## config.mk

```make
export PLATFORM = sky130hd
export DESIGN_NAME = sign_narrow_pipe
export DESIGN_NICKNAME = d
export VERILOG_FILES = /design/src/rtl/sign_narrow_pkg.sv /design/src/rtl/sign_narrow_sat.sv /design/src/rtl/sign_narrow_pipe.sv
export SDC_FILE = /design/constraint.sdc
export NUM_CORES = 1
export LEC_CHECK = 0
export CAP_MARGIN = 10
export CORE_ASPECT_RATIO = 0.75
export CORE_MARGIN = 4
export CORE_UTILIZATION = 35
export CTS_CLUSTER_SIZE = 28
export DETAILED_ROUTE_END_ITERATION = 8
export PLACE_DENSITY_LB_ADDON = 0.25
export SLEW_MARGIN = 25
export SYNTH_ARGS = -nofsm -noshare
export SYNTH_HDL_FRONTEND = slang
export SYNTH_SLANG_ARGS = --single-unit
```

## constraint.sdc

```tcl
create_clock -name clk -period 5.35 [get_ports clk]
set_input_delay 1.605 -clock clk [delete_from_list [all_inputs] [get_ports clk]]
set_output_delay 1.605 -clock clk [all_outputs]
set_load 0.01 [all_outputs]
```

## src/rtl/sign_narrow_pkg.sv

```systemverilog
// sign_narrow_pkg: shared types and width-derived constants for the
// sign_narrow_pipe width-narrowing converter.
//
// Optional build macro: SIGN_NARROW_WRAP_EN (consumed by sign_narrow_sat).
package sign_narrow_pkg;

    // Output sample width carried by the narrowed-sample record.
    localparam int SN_OUT_W = 4;

    // Skid buffer occupancy.
    typedef enum logic [1:0] {
        EMPTY = 2'd0,
        ONE   = 2'd1,
        TWO   = 2'd2
    } skid_state_e;

    // One narrowed sample together with its out-of-range flag.
    typedef struct packed {
        logic [SN_OUT_W-1:0] data;
        logic                sat;
    } narrow_t;

    // Largest two's complement value representable in w bits.
    function automatic longint signed_max(input int w);
        return (longint'(1) <<< (w - 1)) - longint'(1);
    endfunction

    // Smallest two's complement value representable in w bits.
    function automatic longint signed_min(input int w);
        return -(longint'(1) <<< (w - 1));
    endfunction

    // Largest unsigned value representable in w bits.
    function automatic longint unsigned_max(input int w);
        return (longint'(1) << w) - longint'(1);
    endfunction

endpackage

```

## src/rtl/sign_narrow_sat.sv

```systemverilog
// sign_narrow_sat: combinational IN_W -> OUT_W narrowing of one sample,
// signed or unsigned, with an out-of-range flag.
//
// Build macro SIGN_NARROW_WRAP_EN: when defined the data is truncated to the
// low OUT_W bits instead of clamped; the flag still reports out-of-range.
module sign_narrow_sat
    import sign_narrow_pkg::*;
#(
    parameter int IN_W  = 8,
    parameter int OUT_W = 4
) (
    input  logic [IN_W-1:0]  in_data,
    input  logic             in_signed,
    output logic [OUT_W-1:0] nar_data,
    output logic             nar_sat
);

    // Range limits expressed at the input width so comparisons stay exact.
    localparam logic signed [IN_W-1:0] SMAX = IN_W'(signed_max(OUT_W));
    localparam logic signed [IN_W-1:0] SMIN = IN_W'(signed_min(OUT_W));
    localparam logic        [IN_W-1:0] UMAX = IN_W'(unsigned_max(OUT_W));

    // Clamp patterns: 0 followed by ones, 1 followed by zeros, all ones.
    localparam logic [OUT_W-1:0] DPOS = {1'b0, {(OUT_W-1){1'b1}}};
    localparam logic [OUT_W-1:0] DNEG = {1'b1, {(OUT_W-1){1'b0}}};
    localparam logic [OUT_W-1:0] DUNS = {OUT_W{1'b1}};

    // Returns {sat, data} for a two's complement sample.
    function automatic logic [OUT_W:0] narrow_signed(input logic signed [IN_W-1:0] x);
        logic [OUT_W-1:0] d;
        logic             hi;
        logic             lo;
        hi = (x > SMAX);
        lo = (x < SMIN);
`ifdef SIGN_NARROW_WRAP_EN
        d = x[OUT_W-1:0];
`else
        if (hi)
            d = DPOS;
        else if (lo)
            d = DNEG;
        else
            d = x[OUT_W-1:0];
`endif
        return {hi | lo, d};
    endfunction

    // Returns {sat, data} for an unsigned sample.
    function automatic logic [OUT_W:0] narrow_unsigned(input logic [IN_W-1:0] x);
        logic [OUT_W-1:0] d;
        logic             hi;
        hi = (x > UMAX);
`ifdef SIGN_NARROW_WRAP_EN
        d = x[OUT_W-1:0];
`else
        d = hi ? DUNS : x[OUT_W-1:0];
`endif
        return {hi, d};
    endfunction

    // Select the interpretation of the incoming sample.
    always_comb begin
        {nar_sat, nar_data} = '0;
        if (in_signed)
            {nar_sat, nar_data} = narrow_signed($signed(in_data));
        else
            {nar_sat, nar_data} = narrow_unsigned(in_data);
    end

endmodule

```

## src/rtl/sign_narrow_pipe.sv

```systemverilog
// sign_narrow_pipe: streaming IN_W -> OUT_W narrowing converter between
// valid/ready links. Samples are narrowed at acceptance, held in a 2-entry
// skid buffer (head + skid) and counted when out of range.
//
// Build macro SIGN_NARROW_WRAP_EN: truncate instead of clamp (see
// sign_narrow_sat); ports and flag/counter behaviour are unchanged.
module sign_narrow_pipe
    import sign_narrow_pkg::*;
#(
    parameter int IN_W  = 8,
    parameter int OUT_W = SN_OUT_W,
    parameter int CNT_W = 16
) (
    input  logic             clk,
    input  logic             rst_n,
    input  logic             in_valid,
    output logic             in_ready,
    input  logic [IN_W-1:0]  in_data,
    input  logic             in_signed,
    output logic             out_valid,
    input  logic             out_ready,
    output logic [OUT_W-1:0] out_data,
    output logic             out_sat,
    input  logic             clr_count,
    output logic [CNT_W-1:0] sat_count
);

    // The stored record width is fixed by the package; reject other shapes.
    if (IN_W <= OUT_W || OUT_W < 2 || OUT_W != SN_OUT_W) begin : g_param_check
        $error("sign_narrow_pipe: need IN_W > OUT_W >= 2 and OUT_W == SN_OUT_W");
    end

    skid_state_e      state_q;
    skid_state_e      state_d;
    logic             in_ready_q;
    logic             in_xfer;
    logic             out_xfer;
    logic             vld_p1;
    logic             load_head_in;
    logic             load_skid_in;
    logic             load_head_skid;
    logic [OUT_W-1:0] nar_data_p0;
    logic             nar_sat_p0;
    narrow_t          nar_p0;
    narrow_t          head_p1;
    narrow_t          skid_p1;
    logic [CNT_W-1:0] cnt_q;

    localparam logic [CNT_W-1:0] CNT_MAX = {CNT_W{1'b1}};

    // Stage p0: narrow the sample currently offered on the input link.
    sign_narrow_sat #(
        .IN_W  (IN_W),
        .OUT_W (OUT_W)
    ) u_sat (
        .in_data   (in_data),
        .in_signed (in_signed),
        .nar_data  (nar_data_p0),
        .nar_sat   (nar_sat_p0)
    );

    assign nar_p0   = '{data: nar_data_p0, sat: nar_sat_p0};
    assign vld_p1   = (state_q != EMPTY);
    assign in_xfer  = in_valid && in_ready_q;
    assign out_xfer = vld_p1 && out_ready;

    // Next occupancy and which register loads from where.
    always_comb begin
        state_d        = state_q;
        load_head_in   = 1'b0;
        load_skid_in   = 1'b0;
        load_head_skid = 1'b0;
        case (state_q)
            EMPTY: begin
                if (in_xfer) begin
                    state_d      = ONE;
                    load_head_in = 1'b1;
                end
            end
            ONE: begin
                if (in_xfer && out_xfer) begin
                    load_head_in = 1'b1;
                end else if (in_xfer) begin
                    state_d      = TWO;
                    load_skid_in = 1'b1;
                end else if (out_xfer) begin
                    state_d = EMPTY;
                end
            end
            TWO: begin
                // in_ready is low here, so only the drain side can move.
                if (out_xfer) begin
                    state_d        = ONE;
                    load_head_skid = 1'b1;
                end
            end
            default: state_d = EMPTY;
        endcase
    end

    // Occupancy register; in_ready follows the next state so it is a pure
    // register output and never sees out_ready combinationally.
    always_ff @(posedge clk or negedge rst_n) begin
        if (!rst_n) begin
            state_q    <= EMPTY;
            in_ready_q <= 1'b0;
        end else begin
            state_q    <= state_d;
            in_ready_q <= (state_d != TWO);
        end
    end

    // Stage p1: head and skid sample registers, cleared by reset so no
    // stale sample survives it.
    always_ff @(posedge clk or negedge rst_n) begin
        if (!rst_n) begin
            head_p1 <= '0;
            skid_p1 <= '0;
        end else begin
            if (load_head_in)
                head_p1 <= nar_p0;
            else if (load_head_skid)
                head_p1 <= skid_p1;
            if (load_skid_in)
                skid_p1 <= nar_p0;
        end
    end

    // Count accepted out-of-range samples; clear wins, count sticks at max.
    always_ff @(posedge clk or negedge rst_n) begin
        if (!rst_n)
            cnt_q <= '0;
        else if (clr_count)
            cnt_q <= '0;
        else if (in_xfer && nar_sat_p0 && (cnt_q != CNT_MAX))
            cnt_q <= cnt_q + 1'b1;
    end

    assign in_ready  = in_ready_q;
    assign out_valid = vld_p1;
    assign out_data  = head_p1.data;
    assign out_sat   = head_p1.sat;
    assign sat_count = cnt_q;

endmodule

```

Word-level counts from Yosys, hierarchy flattened:

Cells that the tools add are included.

* register bits after elaboration: 29
* memories kept: 0
* input bits: 14
* memory bits (writable): 0
* word-level logic and storage cells: 47
* output and inout bits: 23
* ROM bits: 0
* latch bits: 0

* reduce and logical (&&, ||, !) cells: 9
* shift operators: 0
* eq/ne operators: 4
* multiplexer cells: 22
* multipliers: 0
* divide/modulo/power cells: 0
* magnitude comparators: 3
* bitwise gates (word level): 1
* $add $sub $neg: 1

Operators with widths (count)
* $mux W16: 2
* $add A16 B1 Y16 const B: 1
* $gt A8 B4 Y1 const B: 2
* $mux W4: 4
* $ne A16 B16 Y1 const B: 1
* $mux W2: 5
* $mux W5: 2
* $lt A8 B4 Y1 const B: 1
* $mux W1: 7
* $pmux W2 S3: 1
* $reduce_bool A2 Y1: 3
* $logic_and A1 B1 Y1: 5
* $eq A2 B1 Y1 const B: 1
* $eq A2 B2 Y1 const B: 1
* $logic_not A2 Y1: 1
* $ne A2 B2 Y1 const B: 1
* $pmux W1 S2: 1
* $or A1 B1 Y1: 1

Logic depth before layout (Yosys ltp):

* depth in word-level cells: 7
* depth in mapped cells: 6
* depth with buffers taken out: 6

Cells and area by module:

Synthesis repeated with hierarchy kept, for this count alone.

* cell total of the unflattened synthesis: 159
* area total of the unflattened synthesis: 1582.8 um^2

Modules (own cells, without submodules)
* sign_narrow_pipe: cells each 145, instances 1, area an instance 1485.2 um^2, seq. area each 725.7 um^2
* sign_narrow_sat: cells each 14, instances 1, area an instance 97.6 um^2, seq. area each 0.0 um^2

Worst setup path before layout:

Ideal clock, no wire load.

* path kind: input -> register
* start point: input port in_signed
* end point: register cnt_q[15] (netlist: sat_count[15])
* data required time: 5.223 ns
* setup time: 0.127 ns
* path buffers: 0
* setup slack: 2.327 ns
* data arrival time: 2.895 ns
* stages on the path: 5
* path through: a2111o_1 -> o221ai_4 -> nor4_4 -> nand4_1 -> mux2_1

* cells in the longest elaborated chain, start to end: 4

Ends and longest elaborated chain
* from (decl): RTL line sign_narrow_pipe.sv:19 `input logic in_signed,`
* $mux W1: RTL line sign_narrow_sat.sv:64 `if (in_signed)`
* $logic_and A1 B1 Y1 (2 in series): RTL line sign_narrow_pipe.sv:135 `else if (in_xfer && nar_sat_p0 && (cnt_q != CNT_MAX))`
* $reduce_bool A2 Y1 (no source line)
* to (signal assigned): RTL line sign_narrow_pipe.sv:136 `cnt_q <= cnt_q + 1'b1;`
* to (decl): RTL line sign_narrow_pipe.sv:47 `logic [CNT_W-1:0] cnt_q;`

Every way passes these cells.
A chain may end at the register's enable or synchronous reset.

Worst setup path in the final report:

Ends and elaborated chain as after synthesis.

==> flow_metrics.py <==
metrics = {
    "outcome": {
        "status": "finished clean",
    },
    "run": {
        "maxCapViolCount": 0,
    },
    "logic_synthesis": {
        "synth.most_common_cell": "dfrtp_1",
        "yosys.area.top_type_share_pct": 46.40,
        "ys_ff_latch": 29,
        "synth_top_cell_by_area": "dfrtp_1",
        "ys_top_cells_by_count": "29 x dfrtp_1, 24 x nor2_1, 13 x a21oi_1",
        "async_flop_share_pct": 100.0,
        "synth_seq_area_share_pct": 46.40,
        "synth_nets": 174,
        "yosys_warnings": 0,
        "synth.avg_cell_area_sq_um": 9.836,
        "synth_area_sq_um": 1564,
        "ys.flop_type": "dfrtp_1",
        "synth_area_leaders": "dfrtp_1 46%, nor2_1 5.8%, xnor2_1 5.0%",
        "syn_inst": 159,
        "ys_types": 40,
        "synth-edff-count": 0,
    },
    "power": {
        "vdd_drop_max_v": 0.0001955,
        "comb_power_share_pct": 27.4,
        "power.leakage_nw": 0.8083,
        "p_sw_share_pct": 28.92,
        "power_density_nw_per_um2": 310.9,
        "intPower_mw": 0.4566,
        "clockPowerShare_pct": 27.4,
        "switchingPower_mw": 0.1857,
        "seq_power_share_pct": 45.2,
    },
    "worst_setup_path": {
        "cp.required_ns": 5.50,
        "r2r_slack_ns": 3.23,
        "rr_worst_depth": 6,
        "path_buf_inv": 1,
        "timing.rr.start": "sat_count[0]",
        "path_depth": 6,
        "crit_chain": "clkdlybuf4s50_1 -> a2111o_1 -> o221ai_4 -> nor4_4 -> nand4_1 -> mux2_1",
        "crit_family": "compound AO/OA/AOI/OAI gates",
        "cpMaxStageDelayCell": "a2111o_1",
        "crit_path_max_incr_delay_ns": 0.51,
        "crit_end": "sat_count[15]",
        "cp-startpoint": "in_signed",
        "arrival_ns": 3.52,
        "crit_path_max_fanout": 10,
        "crit_type": "in -> reg",
        "cp-end-kind": "flip-flop",
        "r2r_end": "sat_count[5]",
        "start_kind": "input pin",
    },
    "global_route": {
        "grt_pass1_wl_um": 6327,
        "grt_use_total_pct": 14.48,
        "grt_pass1_vias": 1287,
        "grt_antenna_before_repair": 0,
        "grt_max_degree": 30,
        "gr-total-overflow": 0,
    },
    "clock_network": {
        "cts_buffer_depth": 2,
        "cts.sinks": 29,
        "cts-resized-gates": 0,
        "postCtsHoldBufs": 0,
        "cts_setup_buffers": 0,
        "cts_max_level": 2,
        "clkTransAtPathRegs_ns": 0.05,
        "root_buffer": "clkbuf_8",
        "cts_tree": "done",
        "numCtsBuffers": 5,
        "clkLatencyLatePin_ns": 0.28,
    },
    "sta": {
        "slew_headroom_pct": 52.33,
        "slew_viol_final": 0,
        "rsz0062_at_grt": "no",
        "min_period_ns": 3.366,
        "fin_crit_sh_pct": 62.92,
        "setup_viol": 0,
        "fin_ws_ns": 1.984,
        "fin_skew_ns": 0.005986,
        "finalHoldViolCount": 0,
        "tightest_slew_ns": 0.7129,
        "max_freq_mhz": 297.1,
        "fin_tns_setup_ns": 0,
    },
    "drt": {
        "ant_nets": 0,
        "met1_length_um": 1776,
        "drt_wl_total_um": 3626,
        "route.met2.wl_um": 1604,
        "drtPass1Iterations": 4,
        "num_vias": 1308,
        "drt_iter0_drc": 40,
        "highest_layer": "met4",
        "drc": 0,
        "wl_met3_um": 186,
        "viasPerCell": 5.170,
        "wire_per_inst_um": 14.33,
    },
    "finish": {
        "syn_to_final_growth_pct": 32.08,
        "drive_gt1_share_pct": 10.61,
        "instances_no_fill": 253,
        "nNetsFinal": 213,
        "diodes": 0,
    },
    "placed_design": {
        "place.gp.congestion": 0.7506,
        "portBuffers": 36,
        "dpl.cell_count": 246,
        "dpl.hpwl_um": 2807,
        "dp_slack_ns": 1.705,
    },
    "floorplan": {
        "start_util_pct": 37.43,
        "pin_count": 37,
        "dieHeight_um": 65.89,
        "die_w_um": 85.19,
        "core_area_sq_um": 4179,
        "fp.dieArea_sq_um": 5613,
        "rows": 20,
    },
    "min_path": {
        "hold_path.class": "reg -> reg",
    },
}
-- worst min-delay path, stage by stage (launching register included) --
cell and delay [ns]:
dfrtp_1 0.34, a22oi_1 0.06, o21ai_0 0.07
-- cells by family after synthesis --
logic type / share of synthesized area, %
XOR/XNOR: 5.040
multiplexers: 6.880
buffers and inverters: 2.320
flip-flops: 46.40
adder cells (fa/ha/maj): 0.7999
AND/OR/NAND/NOR: 23.68
AO/OA/AOI/OAI: 14.88
-- placed cells by master (no fill, tap or decap), types with 2 or more instances in the layout --
| cell | count |
|---|---|
| nand2_1 | 7 |
| a31o_2 | 2 |
| mux2i_1 | 7 |
| nor2_1 | 24 |
| and2_2 | 2 |
| nand3_1 | 9 |
| a211oi_1 | 5 |
| a21oi_1 | 13 |
| nor3_2 | 2 |
| clkdlybuf4s50_1 | 36 |
| clkbuf_8 | 6 |
| nor2b_1 | 3 |
| nor3_1 | 2 |
| dfrtp_1 | 29 |
| a22oi_1 | 2 |
| nand2b_1 | 3 |
| nor4_1 | 2 |
| inv_1 | 4 |
| nand4_1 | 2 |
| or2_2 | 2 |
| xnor2_1 | 9 |
| o22ai_1 | 2 |
| and3_1 | 4 |
| o21ai_0 | 3 |
-- through the flow --
| step | total power [mW] | util (%) | instance area (sq um) | hold slack (ns) |
|---|---|---|---|---|
| after floorplan | 0.3809 | - | 1564 | 0.4805 |
| after global placement | 0.4613 | 47.37 | 1979 | 0.4909 |
| after detailed placement | 0.4720 | 47.37 | 1979 | 0.5031 |
| after CTS | 0.6523 | 49.43 | 2066 | 0.5198 |
| after global routing | 0.6842 | 49.43 | 2066 | 0.5429 |
| final | 0.6423 | 49.43 | 2066 | 0.5113 |
-- sequential cells by signal (all words and copies together) (netlist names) --
signal / flops
in_ready: 1
out_data: 4
out_sat: 1
sat_count: 16
skid_p1: 5
state_q: 2
-- area by class of cell --
class / instances / area (sq um)
Fill cell: 383 / 2113
Inverter: 4 / 15.01
Timing Repair Buffer: 37 / 367.9
Clock buffer: 7 / 86.33
Tap cell: 55 / 68.82
Multi-Input combinational cell: 121 / 802.0
Sequential cell: 29 / 725.7
-- power by group through the flow --
stage	Sequential (mW)	Clock (mW)	Combinational [mW]
after floorplan	0.299	0	0.0824
after global placement	0.291	0	0.171
after detailed placement	0.294	0	0.178
after CTS	0.290	0.183	0.179
after global routing	0.296	0.193	0.195
final	0.291	0.176	0.176
-- routing by layer --
| metal | vias up | GRT usage, % |
|---|---|---|
| li1 | 648 | - |
| met3 | 6 | 4.857 |
| met1 | 627 | 19.61 |
| met2 | 27 | 21.41 |
| met4 | 0 | 5.336 |
| met5 | - | 0 |
-- worst min path at each step --
stage / to / slack (ns) / cells after the start / from
4_1_cts: out_data[0] / 0.52 / 2 / out_data[0]
3_3_place_gp: skid_p1[4] / 0.49 / 1 / skid_p1[4]
3_5_place_dp: out_data[0] / 0.50 / 2 / out_data[0]
2_1_floorplan: skid_p1[4] / 0.48 / 1 / skid_p1[4]
5_1_grt: out_data[0] / 0.54 / 2 / out_data[0]
6_report: out_data[0] / 0.51 / 2 / out_data[0]
(Power assumes the default switching activity.)
